**src/rtl/pipe_ctrl_n_pkg.sv**
```systemverilog
// Shared definitions for the pipeline control unit: exception codes,
// default exception vector, controller state encoding and the redirect
// target selection helper.
package pipe_ctrl_n_pkg;

    localparam logic [31:0] EXC_NONE    = 32'h0000_0000;
    localparam logic [31:0] EXC_INT     = 32'h0000_0001;
    localparam logic [31:0] EXC_SYSCALL = 32'h0000_0008;
    localparam logic [31:0] EXC_BREAK   = 32'h0000_0009;
    localparam logic [31:0] EXC_RI      = 32'h0000_000A;
    localparam logic [31:0] EXC_OV      = 32'h0000_000C;
    localparam logic [31:0] EXC_TRAP    = 32'h0000_000D;
    localparam logic [31:0] EXC_ERET    = 32'h0000_000E;

    localparam logic [31:0] EXC_VECTOR_DEFAULT = 32'hBFC0_0380;

    typedef enum logic [0:0] {
        ST_IDLE  = 1'b0,
        ST_FLUSH = 1'b1
    } ctrl_state_e;

    // eret returns to the saved EPC; every other nonzero code enters the
    // general exception vector.
    function automatic logic [31:0] redirect_target(
        input logic [31:0] code,
        input logic [31:0] epc,
        input logic [31:0] vector
    );
        logic [31:0] target_s;
        case (code)
            EXC_ERET: target_s = epc;
            default:  target_s = vector;
        endcase
        return target_s;
    endfunction

endpackage

```
**src/rtl/pipe_ctrl_n_stall_mask_gen.sv**
```systemverilog
// Priority encoder producing a thermometer stall mask: the highest
// requesting stage and every stage below it (towards PC) are held.
module stall_mask_gen #(
    parameter int WIDTH = 6
) (
    input  logic [WIDTH-1:0] req,
    output logic [WIDTH-1:0] mask
);

    logic [WIDTH-1:0] mask_s;
    logic             acc_s;

    // Walk from the top stage down, OR-accumulating requests into the mask.
    always_comb begin
        mask_s = {WIDTH{1'b0}};
        acc_s  = 1'b0;
        for (int i = WIDTH - 1; i >= 0; i--) begin
            acc_s     = acc_s | req[i];
            mask_s[i] = acc_s;
        end
    end

    assign mask = mask_s;

endmodule

```
**src/rtl/pipe_ctrl_n.sv**
```systemverilog
// Pipeline control unit: thermometer stall generation from per-stage
// requests, and an IDLE/FLUSH sequencer that redirects the PC and holds
// flush for FLUSH_CYCLES cycles on every accepted exception.
// Optional build macro PIPE_CTRL_WATCHDOG_EN adds a stall watchdog that
// raises a sticky wdog_timeout_o after WDOG_LIMIT consecutive stall cycles.
module pipe_ctrl_n
    import pipe_ctrl_n_pkg::*;
#(
    parameter int          STAGES       = 6,
    parameter int          FLUSH_CYCLES = 1,
    parameter logic [31:0] EXC_VECTOR   = EXC_VECTOR_DEFAULT,
    parameter int          WDOG_LIMIT   = 1024
) (
    input  logic              clk,
    input  logic              rst,
    input  logic [STAGES-1:0] stallreq_i,
    input  logic [31:0]       excepttype_i,
    input  logic [31:0]       cp0_epc_i,
    output logic [STAGES-1:0] stall_o,
    output logic              flush_o,
    output logic [31:0]       new_pc_o,
    output logic              pc_load_o,
    output logic              busy_o,
    output logic [15:0]       exc_count_o,
    output logic              wdog_timeout_o
);

    localparam int              CNT_W    = (FLUSH_CYCLES > 1) ? $clog2(FLUSH_CYCLES) : 1;
    localparam logic [CNT_W-1:0] CNT_INIT = CNT_W'(FLUSH_CYCLES - 1);
    localparam logic [CNT_W-1:0] CNT_ZERO = CNT_W'(0);
    localparam logic [CNT_W-1:0] CNT_ONE  = CNT_W'(1);

    // Reject configurations the sequencer and watchdog cannot represent.
    if (FLUSH_CYCLES < 1 || WDOG_LIMIT < 1 || WDOG_LIMIT > 65535) begin : g_param_check
        $error("pipe_ctrl_n: FLUSH_CYCLES must be >= 1 and WDOG_LIMIT in 1..65535");
    end

    ctrl_state_e       state_r;
    ctrl_state_e       state_next_s;
    logic [CNT_W-1:0]  flush_cnt_r;
    logic [CNT_W-1:0]  flush_cnt_next_s;
    logic              accept_s;
    logic [STAGES-1:0] mask_s;
    logic [STAGES-1:0] stall_s;
    logic [31:0]       new_pc_r;
    logic              pc_load_r;
    logic [15:0]       exc_count_r;

    stall_mask_gen #(
        .WIDTH (STAGES)
    ) u_stall_mask_gen (
        .req  (stallreq_i),
        .mask (mask_s)
    );

    // State and flush counter registers.
    always_ff @(posedge clk or negedge rst) begin
        if (!rst) begin
            state_r     <= ST_IDLE;
            flush_cnt_r <= CNT_ZERO;
        end else begin
            state_r     <= state_next_s;
            flush_cnt_r <= flush_cnt_next_s;
        end
    end

    // Next-state logic: accept exceptions in IDLE, count flush cycles down.
    always_comb begin
        state_next_s     = state_r;
        flush_cnt_next_s = flush_cnt_r;
        accept_s         = 1'b0;
        case (state_r)
            ST_IDLE: begin
                if (excepttype_i != EXC_NONE) begin
                    accept_s         = 1'b1;
                    state_next_s     = ST_FLUSH;
                    flush_cnt_next_s = CNT_INIT;
                end else begin
                    state_next_s     = ST_IDLE;
                    flush_cnt_next_s = flush_cnt_r;
                end
            end
            ST_FLUSH: begin
                if (flush_cnt_r == CNT_ZERO) begin
                    state_next_s     = ST_IDLE;
                    flush_cnt_next_s = CNT_ZERO;
                end else begin
                    state_next_s     = ST_FLUSH;
                    flush_cnt_next_s = flush_cnt_r - CNT_ONE;
                end
            end
            default: begin
                state_next_s     = ST_IDLE;
                flush_cnt_next_s = CNT_ZERO;
            end
        endcase
    end

    // Stall mask applies only in IDLE without a pending exception; the
    // exception wins over any simultaneous stall request.
    always_comb begin
        stall_s = {STAGES{1'b0}};
        if (rst && (state_r == ST_IDLE) && (excepttype_i == EXC_NONE)) begin
            stall_s = mask_s;
        end else begin
            stall_s = {STAGES{1'b0}};
        end
    end

    // Redirect target, PC-load strobe and saturating exception counter.
    always_ff @(posedge clk or negedge rst) begin
        if (!rst) begin
            new_pc_r    <= 32'h0000_0000;
            pc_load_r   <= 1'b0;
            exc_count_r <= 16'h0000;
        end else begin
            pc_load_r <= accept_s;
            if (accept_s) begin
                new_pc_r <= redirect_target(excepttype_i, cp0_epc_i, EXC_VECTOR);
                if (exc_count_r != 16'hFFFF) begin
                    exc_count_r <= exc_count_r + 16'h0001;
                end else begin
                    exc_count_r <= exc_count_r;
                end
            end else begin
                new_pc_r    <= new_pc_r;
                exc_count_r <= exc_count_r;
            end
        end
    end

`ifdef PIPE_CTRL_WATCHDOG_EN
    localparam logic [16:0] WDOG_LIMIT_W = 17'(WDOG_LIMIT);

    logic [15:0] wdog_cnt_r;
    logic        wdog_timeout_r;
    logic        stalling_s;

    assign stalling_s = (state_r == ST_IDLE) && (stall_s != {STAGES{1'b0}});

    // Consecutive-stall counter with a sticky trip flag.
    always_ff @(posedge clk or negedge rst) begin
        if (!rst) begin
            wdog_cnt_r     <= 16'h0000;
            wdog_timeout_r <= 1'b0;
        end else begin
            if (!stalling_s) begin
                wdog_cnt_r <= 16'h0000;
            end else if (wdog_cnt_r != 16'hFFFF) begin
                wdog_cnt_r <= wdog_cnt_r + 16'h0001;
            end else begin
                wdog_cnt_r <= wdog_cnt_r;
            end
            if (stalling_s && (({1'b0, wdog_cnt_r} + 17'h0_0001) >= WDOG_LIMIT_W)) begin
                wdog_timeout_r <= 1'b1;
            end else begin
                wdog_timeout_r <= wdog_timeout_r;
            end
        end
    end

    assign wdog_timeout_o = wdog_timeout_r;
`else
    assign wdog_timeout_o = 1'b0;
`endif

    assign stall_o     = stall_s;
    assign flush_o     = (state_r == ST_FLUSH);
    assign busy_o      = (state_r == ST_FLUSH);
    assign new_pc_o    = new_pc_r;
    assign pc_load_o   = pc_load_r;
    assign exc_count_o = exc_count_r;

endmodule

```
**config.mk**
```make
export PLATFORM = sky130hd
export DESIGN_NAME = pipe_ctrl_n
export DESIGN_NICKNAME = d
export VERILOG_FILES = /design/src/rtl/pipe_ctrl_n_pkg.sv /design/src/rtl/pipe_ctrl_n_stall_mask_gen.sv /design/src/rtl/pipe_ctrl_n.sv
export SDC_FILE = /design/constraint.sdc
export NUM_CORES = 1
export LEC_CHECK = 0
export CAP_MARGIN = 10
export CORE_MARGIN = 2
export CORE_UTILIZATION = 42
export CTS_BUF_LIST = sky130_fd_sc_hd__clkbuf_8
export CTS_CLUSTER_SIZE = 28
export DETAILED_ROUTE_END_ITERATION = 12
export GPL_TIMING_DRIVEN = 0
export HOLD_SLACK_MARGIN = 0.1
export PLACE_DENSITY_LB_ADDON = 0.05
export REMOVE_ABC_BUFFERS = 1
export SLEW_MARGIN = 5
export SYNTH_ARGS = -nofsm -noshare
export SYNTH_HDL_FRONTEND = slang
export SYNTH_HIERARCHICAL = 1
export SYNTH_SLANG_ARGS = --single-unit
```
**constraint.sdc**
```tcl
create_clock -name clk -period 5.45 [get_ports clk]
set_input_delay 1.635 -clock clk [delete_from_list [all_inputs] [get_ports clk]]
set_output_delay 1.635 -clock clk [all_outputs]
set_load 0.1 [all_outputs]
```
Yosys cells after proc, flatten, opt, wreduce, memory -nomap -nowiden
Index checks and enable logic that the tools add are counted.
{"block": "classes", "n_eq_ne": 3, "n_bitwise": 6, "reduce_logical": 5, "addsub": 2, "mux": 9}
{"cell": "equality test 32 x 4 -> 1 bit, second input constant", "count": 1}
{"cell": "zero test 32 bit", "count": 1}
{"cell": "2-to-1 mux 32 bit", "count": 1}
{"cell": "nonzero test 32 bit", "count": 1}
{"cell": "adder 16 x 1 -> 16 bit, second input constant", "count": 1}
{"cell": "!= test 16 bit, second input constant", "count": 1}
{"cell": "2-to-1 mux 6 bit", "count": 1}
{"cell": "2-to-1 mux 1 bit", "count": 5}
{"cell": "bitwise OR 1 bit", "count": 5}
{"cell": "case mux 1 bit (2 select lines)", "count": 2}
{"cell": "logical AND 1 bit", "count": 2}
{"cell": "!= test 2 bit, second input constant", "count": 1}
{"cell": "AND reduction 2 bit", "count": 1}
{"cell": "inverter 1 bit", "count": 1}
{"cell": "subtractor 1 bit, second input constant", "count": 1}
{"block": "word_totals", "inputBits": 72, "reg_bits": 51, "output_inout_bits": 58, "wordCells": 30}

Depth between registers and ports, before layout
{"block": "depth", "ltp_word": 6, "ltp_mapped": 6, "depth_no_buf": 6}

Cells and area by module
The synthesis kept the hierarchy.
{"module": "pipe_ctrl_n", "instances": 1, "seq_area_each_um2": 1226.2, "cells_per_inst": 170, "area_per_inst_um2": 2138.3}
{"module": "stall_mask_gen", "instances": 1, "seq_area_each_um2": 0.0, "cells_per_inst": 7, "area_per_inst_um2": 52.6}

Worst setup path after synthesis
OpenSTA, ideal clock, no wires.
{"block": "synth_timing", "kind": "input port to output port", "start": "input port excepttype_i[5]", "end": "output port stall_o[0]", "slack_ns": 0.468, "t_arrival_ns": 3.347, "cell_stages": 4, "n_path_buf": 0, "required_time_ns": 3.815, "cell_sequence": "nor4_1 -> nand4_1 -> nor3_1 -> and4_1"}
{"block": "synth_between", "elab_chain_len": 3}
{"element": "start, declared", "line": "pipe_ctrl_n.sv:17", "rtl": "input logic [31:0] excepttype_i,"}
{"element": "zero test 32 bit", "line": "pipe_ctrl_n.sv:103", "rtl": "if (rst && (state_r == ST_IDLE) && (excepttype_i == EXC_NONE)) begin"}
{"element": "logical AND 1 bit", "line": "pipe_ctrl_n.sv:103"}
{"element": "2-to-1 mux 6 bit", "line": "pipe_ctrl_n.sv:103"}
{"element": "end, declared", "line": "pipe_ctrl_n.sv:19", "rtl": "output logic [STAGES-1:0] stall_o,"}
No other way between the ends.

Worst setup path after layout
{"block": "layout_timing", "start": "input port excepttype_i[19]", "end": "output port stall_o[4]"}
Same word-level chain as after synthesis.

==> results.py <==
metrics = {
    "final_layout": {
        "postLayoutCoreUtil_pct": 71.25,
        "design_area_um2": 3616,
        "drive_gt1_share_pct": 14.43,
        "syn2layout_area_growth_pct": 65.05,
        "instances_no_fill": 375,
        "fin_nets": 377,
        "diodes": 0,
    },
    "place": {
        "postPlaceCellArea_um2": 3530,
        "port_buffers": 128,
        "gp_congestion": 0.7539,
        "hpwl_mm": 4.703,
        "dp_cells": 367,
    },
    "synth": {
        "synth_cells": 177,
        "ys_top_cells_by_count": "dfrtp_1, a22o_1, nor4_1, xor2_1, o22a_2",
        "yosys.area.top_type": "dfrtp_1",
        "ys_warn_count": 6,
        "async_flop_share_pct": 100.0,
        "synthesis.area_um2": 2191,
        "ys_ff_latch": 49,
        "synth_top_area_share_pct": 55.97,
        "synthFlopType": "dfrtp_1",
        "avgSynthCellArea_um2": 12.38,
        "synth.most_common_cell": "dfrtp_1",
        "ys_types": 36,
        "synthTopCellsByArea": "dfrtp_1, a22o_1, o22a_2",
        "seq_area_frac_synth_pct": 55.97,
        "synth_edf_count": 0,
    },
    "setup_path": {
        "critPathMaxFanout": 6,
        "r2r-start": "exc_count_o[0]",
        "timing.rr.end": "exc_count_o[1]",
        "reg2reg_depth": 6,
        "crit_path_start_kind": "input port",
        "critPathKind": "in2out",
        "r2r_setup_slack_ns": 3.32,
        "required_ns": 3.82,
        "arrival_ns": 3.66,
        "end_kind": "output pin",
    },
    "outcome": {
        "outcome": "finished clean",
    },
    "die": {
        "start_util_pct": 43.17,
        "die_area_um2": 5810,
        "io_pins": 130,
        "dieWidth_um": 76.23,
        "core_region_area_um2": 5075,
        "num_rows": 26,
        "die_h_um": 76.23,
    },
    "hold_path": {
        "min_from": "exc_count_o[15]",
        "hold_path_end": "exc_count_o[15]",
        "min_path_cells": 1,
        "hold_class": "reg2reg",
    },
    "power_and_ir_drop": {
        "leakage_uw": 0.001489,
        "sw_frac_of_total_pct": 21.32,
        "ir_drop_mv": 0.1445,
        "p_int_uw": 513.5,
        "p_per_area_nw_per_um2": 180.5,
        "p_seq_share_pct": 55.6,
        "clock_power_share_pct": 34.1,
        "netSwitchingPower_uw": 139.2,
        "pwr-share-comb_pct": 10.3,
    },
    "cts": {
        "clk_latency_ns": 0.29,
        "htreeDepth": 2,
        "postCtsSetupBuffers": 0,
        "clk_path_buf_depth": 2,
        "cts_tree": "built",
        "cts.sinks": 49,
        "cts_buffers": 5,
        "clk_pin_slew_ns": 0.09,
        "clockRootBuffer": "clkbuf_8",
    },
    "timing": {
        "drv_slew": 0,
        "fin_crit_ns": 5.298,
        "tightest_slew_ns": 1.008,
        "fin_worst_skew_ns": 0.005869,
        "max_slew_margin_pct": 32.62,
        "finalSetupViolations": 0,
        "max_freq_mhz": 188.7,
        "period_share_pct": 97.21,
        "rsz0062_at_grt": "false",
        "finalHoldViolations": 0,
    },
    "routing": {
        "drc": 0,
        "antenna_left": 0,
        "avgViaCountPerCell": 5.123,
        "wirelength_mm": 6.131,
        "firstDrtPassIters": 3,
        "first_iter_violations": 50,
        "vias": 1921,
        "avgRoutedWirePerCell_um": 16.35,
    },
    "global_routing": {
        "grt_pass1_vias": 1886,
        "grt_pass1_wl_mm": 10.07,
        "grt_use_total_pct": 21.73,
        "grt_max_degree": 38,
        "antenna_found_initial": 0,
        "globalRoute.totalOverflow": 0,
    },
    "run": {
        "max_cap_violations": 0,
    },
}
==> power groups by stage <==
stage	Sequential [µW]	Combinational, µW	Clock [µW]
floorplan	371	6.24	0
global placement	371	65.4	0
detailed placement	370	67.5	0
CTS	363	67.7	230
global route	363	72.2	244
finish	363	67.1	222
==> metal layers <==
metal	wire length [µm]	global-route usage [%]	vias up
met5	0	0	-
met4	83	6.727	0
met3	307	4.976	8
met2	2965	34.51	61
met1	2774	29.81	925
li1	-	-	927
==> layout by cell type (no fill, tap or decap), drive strengths merged, types with 2 or more instances in the layout <==
| cell type | instances |
|---|---|
| xor2 | 13 |
| or4 | 2 |
| nor3 | 6 |
| nand3 | 8 |
| or2 | 3 |
| dfrtp | 49 |
| nor2 | 6 |
| nand2 | 3 |
| nor4 | 14 |
| clkdlybuf4s50 | 121 |
| and4 | 6 |
| clkinv | 2 |
| o22a | 12 |
| nand4 | 4 |
| buf | 5 |
| clkbuf | 12 |
| inv | 5 |
| a22o | 20 |
| or3 | 3 |
==> layout make-up <==
| class | instances | area, µm² |
|---|---|---|
| fill | 399 | 1459 |
| tap | 70 | 87.58 |
| sequential | 49 | 1226 |
| inverter | 5 | 18.77 |
| timing repair buffer | 132 | 1311 |
| clock inverter | 2 | 13.76 |
| multi-input combinational | 111 | 875.8 |
| clock buffer | 6 | 82.58 |
==> state kept, by name (all words and copies together), names as in the netlist <==
register / flops
exc_count_o: 16
new_pc_o: 32
pc_load_o: 1
==> worst max-delay path, cell delays in order <==
cell	delay (ns)
clkdlybuf4s50_1	0.41
nor4_1	0.33
nand4_1	0.34
nor3_2	0.38
and4_1	0.24
clkbuf_4	0.33
==> per-stage QoR <==
step	TNS, ns	total power [µW]	hold slack (ns)	worst slack (ns)
after global routing	0	679.9	0.5255	0.0006679
after detailed placement	-4.668	437.9	0.4843	-0.7890
after CTS	0	660.8	0.4995	0.06335
after floorplan	0	376.8	1.056	0.4677
after global placement	-9.551	436.0	0.4805	-1.605
final	0	652.7	0.4976	0.1519
==> worst max path at each step <==
stage,start,to,slack (ns),cells past startpoint
4_1_cts,excepttype_i[5],stall_o[4],0.06,6
3_5_place_dp,excepttype_i[20],stall_o[5],-0.79,6
5_1_grt,excepttype_i[19],stall_o[0],0.0007,6
2_1_floorplan,excepttype_i[5],stall_o[0],0.47,4
6_report,excepttype_i[19],stall_o[4],0.15,6
3_3_place_gp,rst,stall_o[4],-1.61,3
==> kinds of logic after synthesis <==
| kind of cell | Yosys count | synth area share, % |
|---|---|---|
| other cells | 1 | 0.1712 |
| xor+xnor | 14 | 5.597 |
| simple gates | 58 | 17.13 |
| buf+inv | 17 | 4.568 |
| fa+ha+maj | 1 | 0.5710 |
| mux | 1 | 0.5140 |
| flops | 49 | 55.97 |
| compound gates | 36 | 15.48 |
==> timing repair <==
item | CTS | global route
resized for setup | 31 | 6
hold buffers | 0 | 0
setup endpoints to repair | 6 | 6
(Power assumes the default switching activity.)
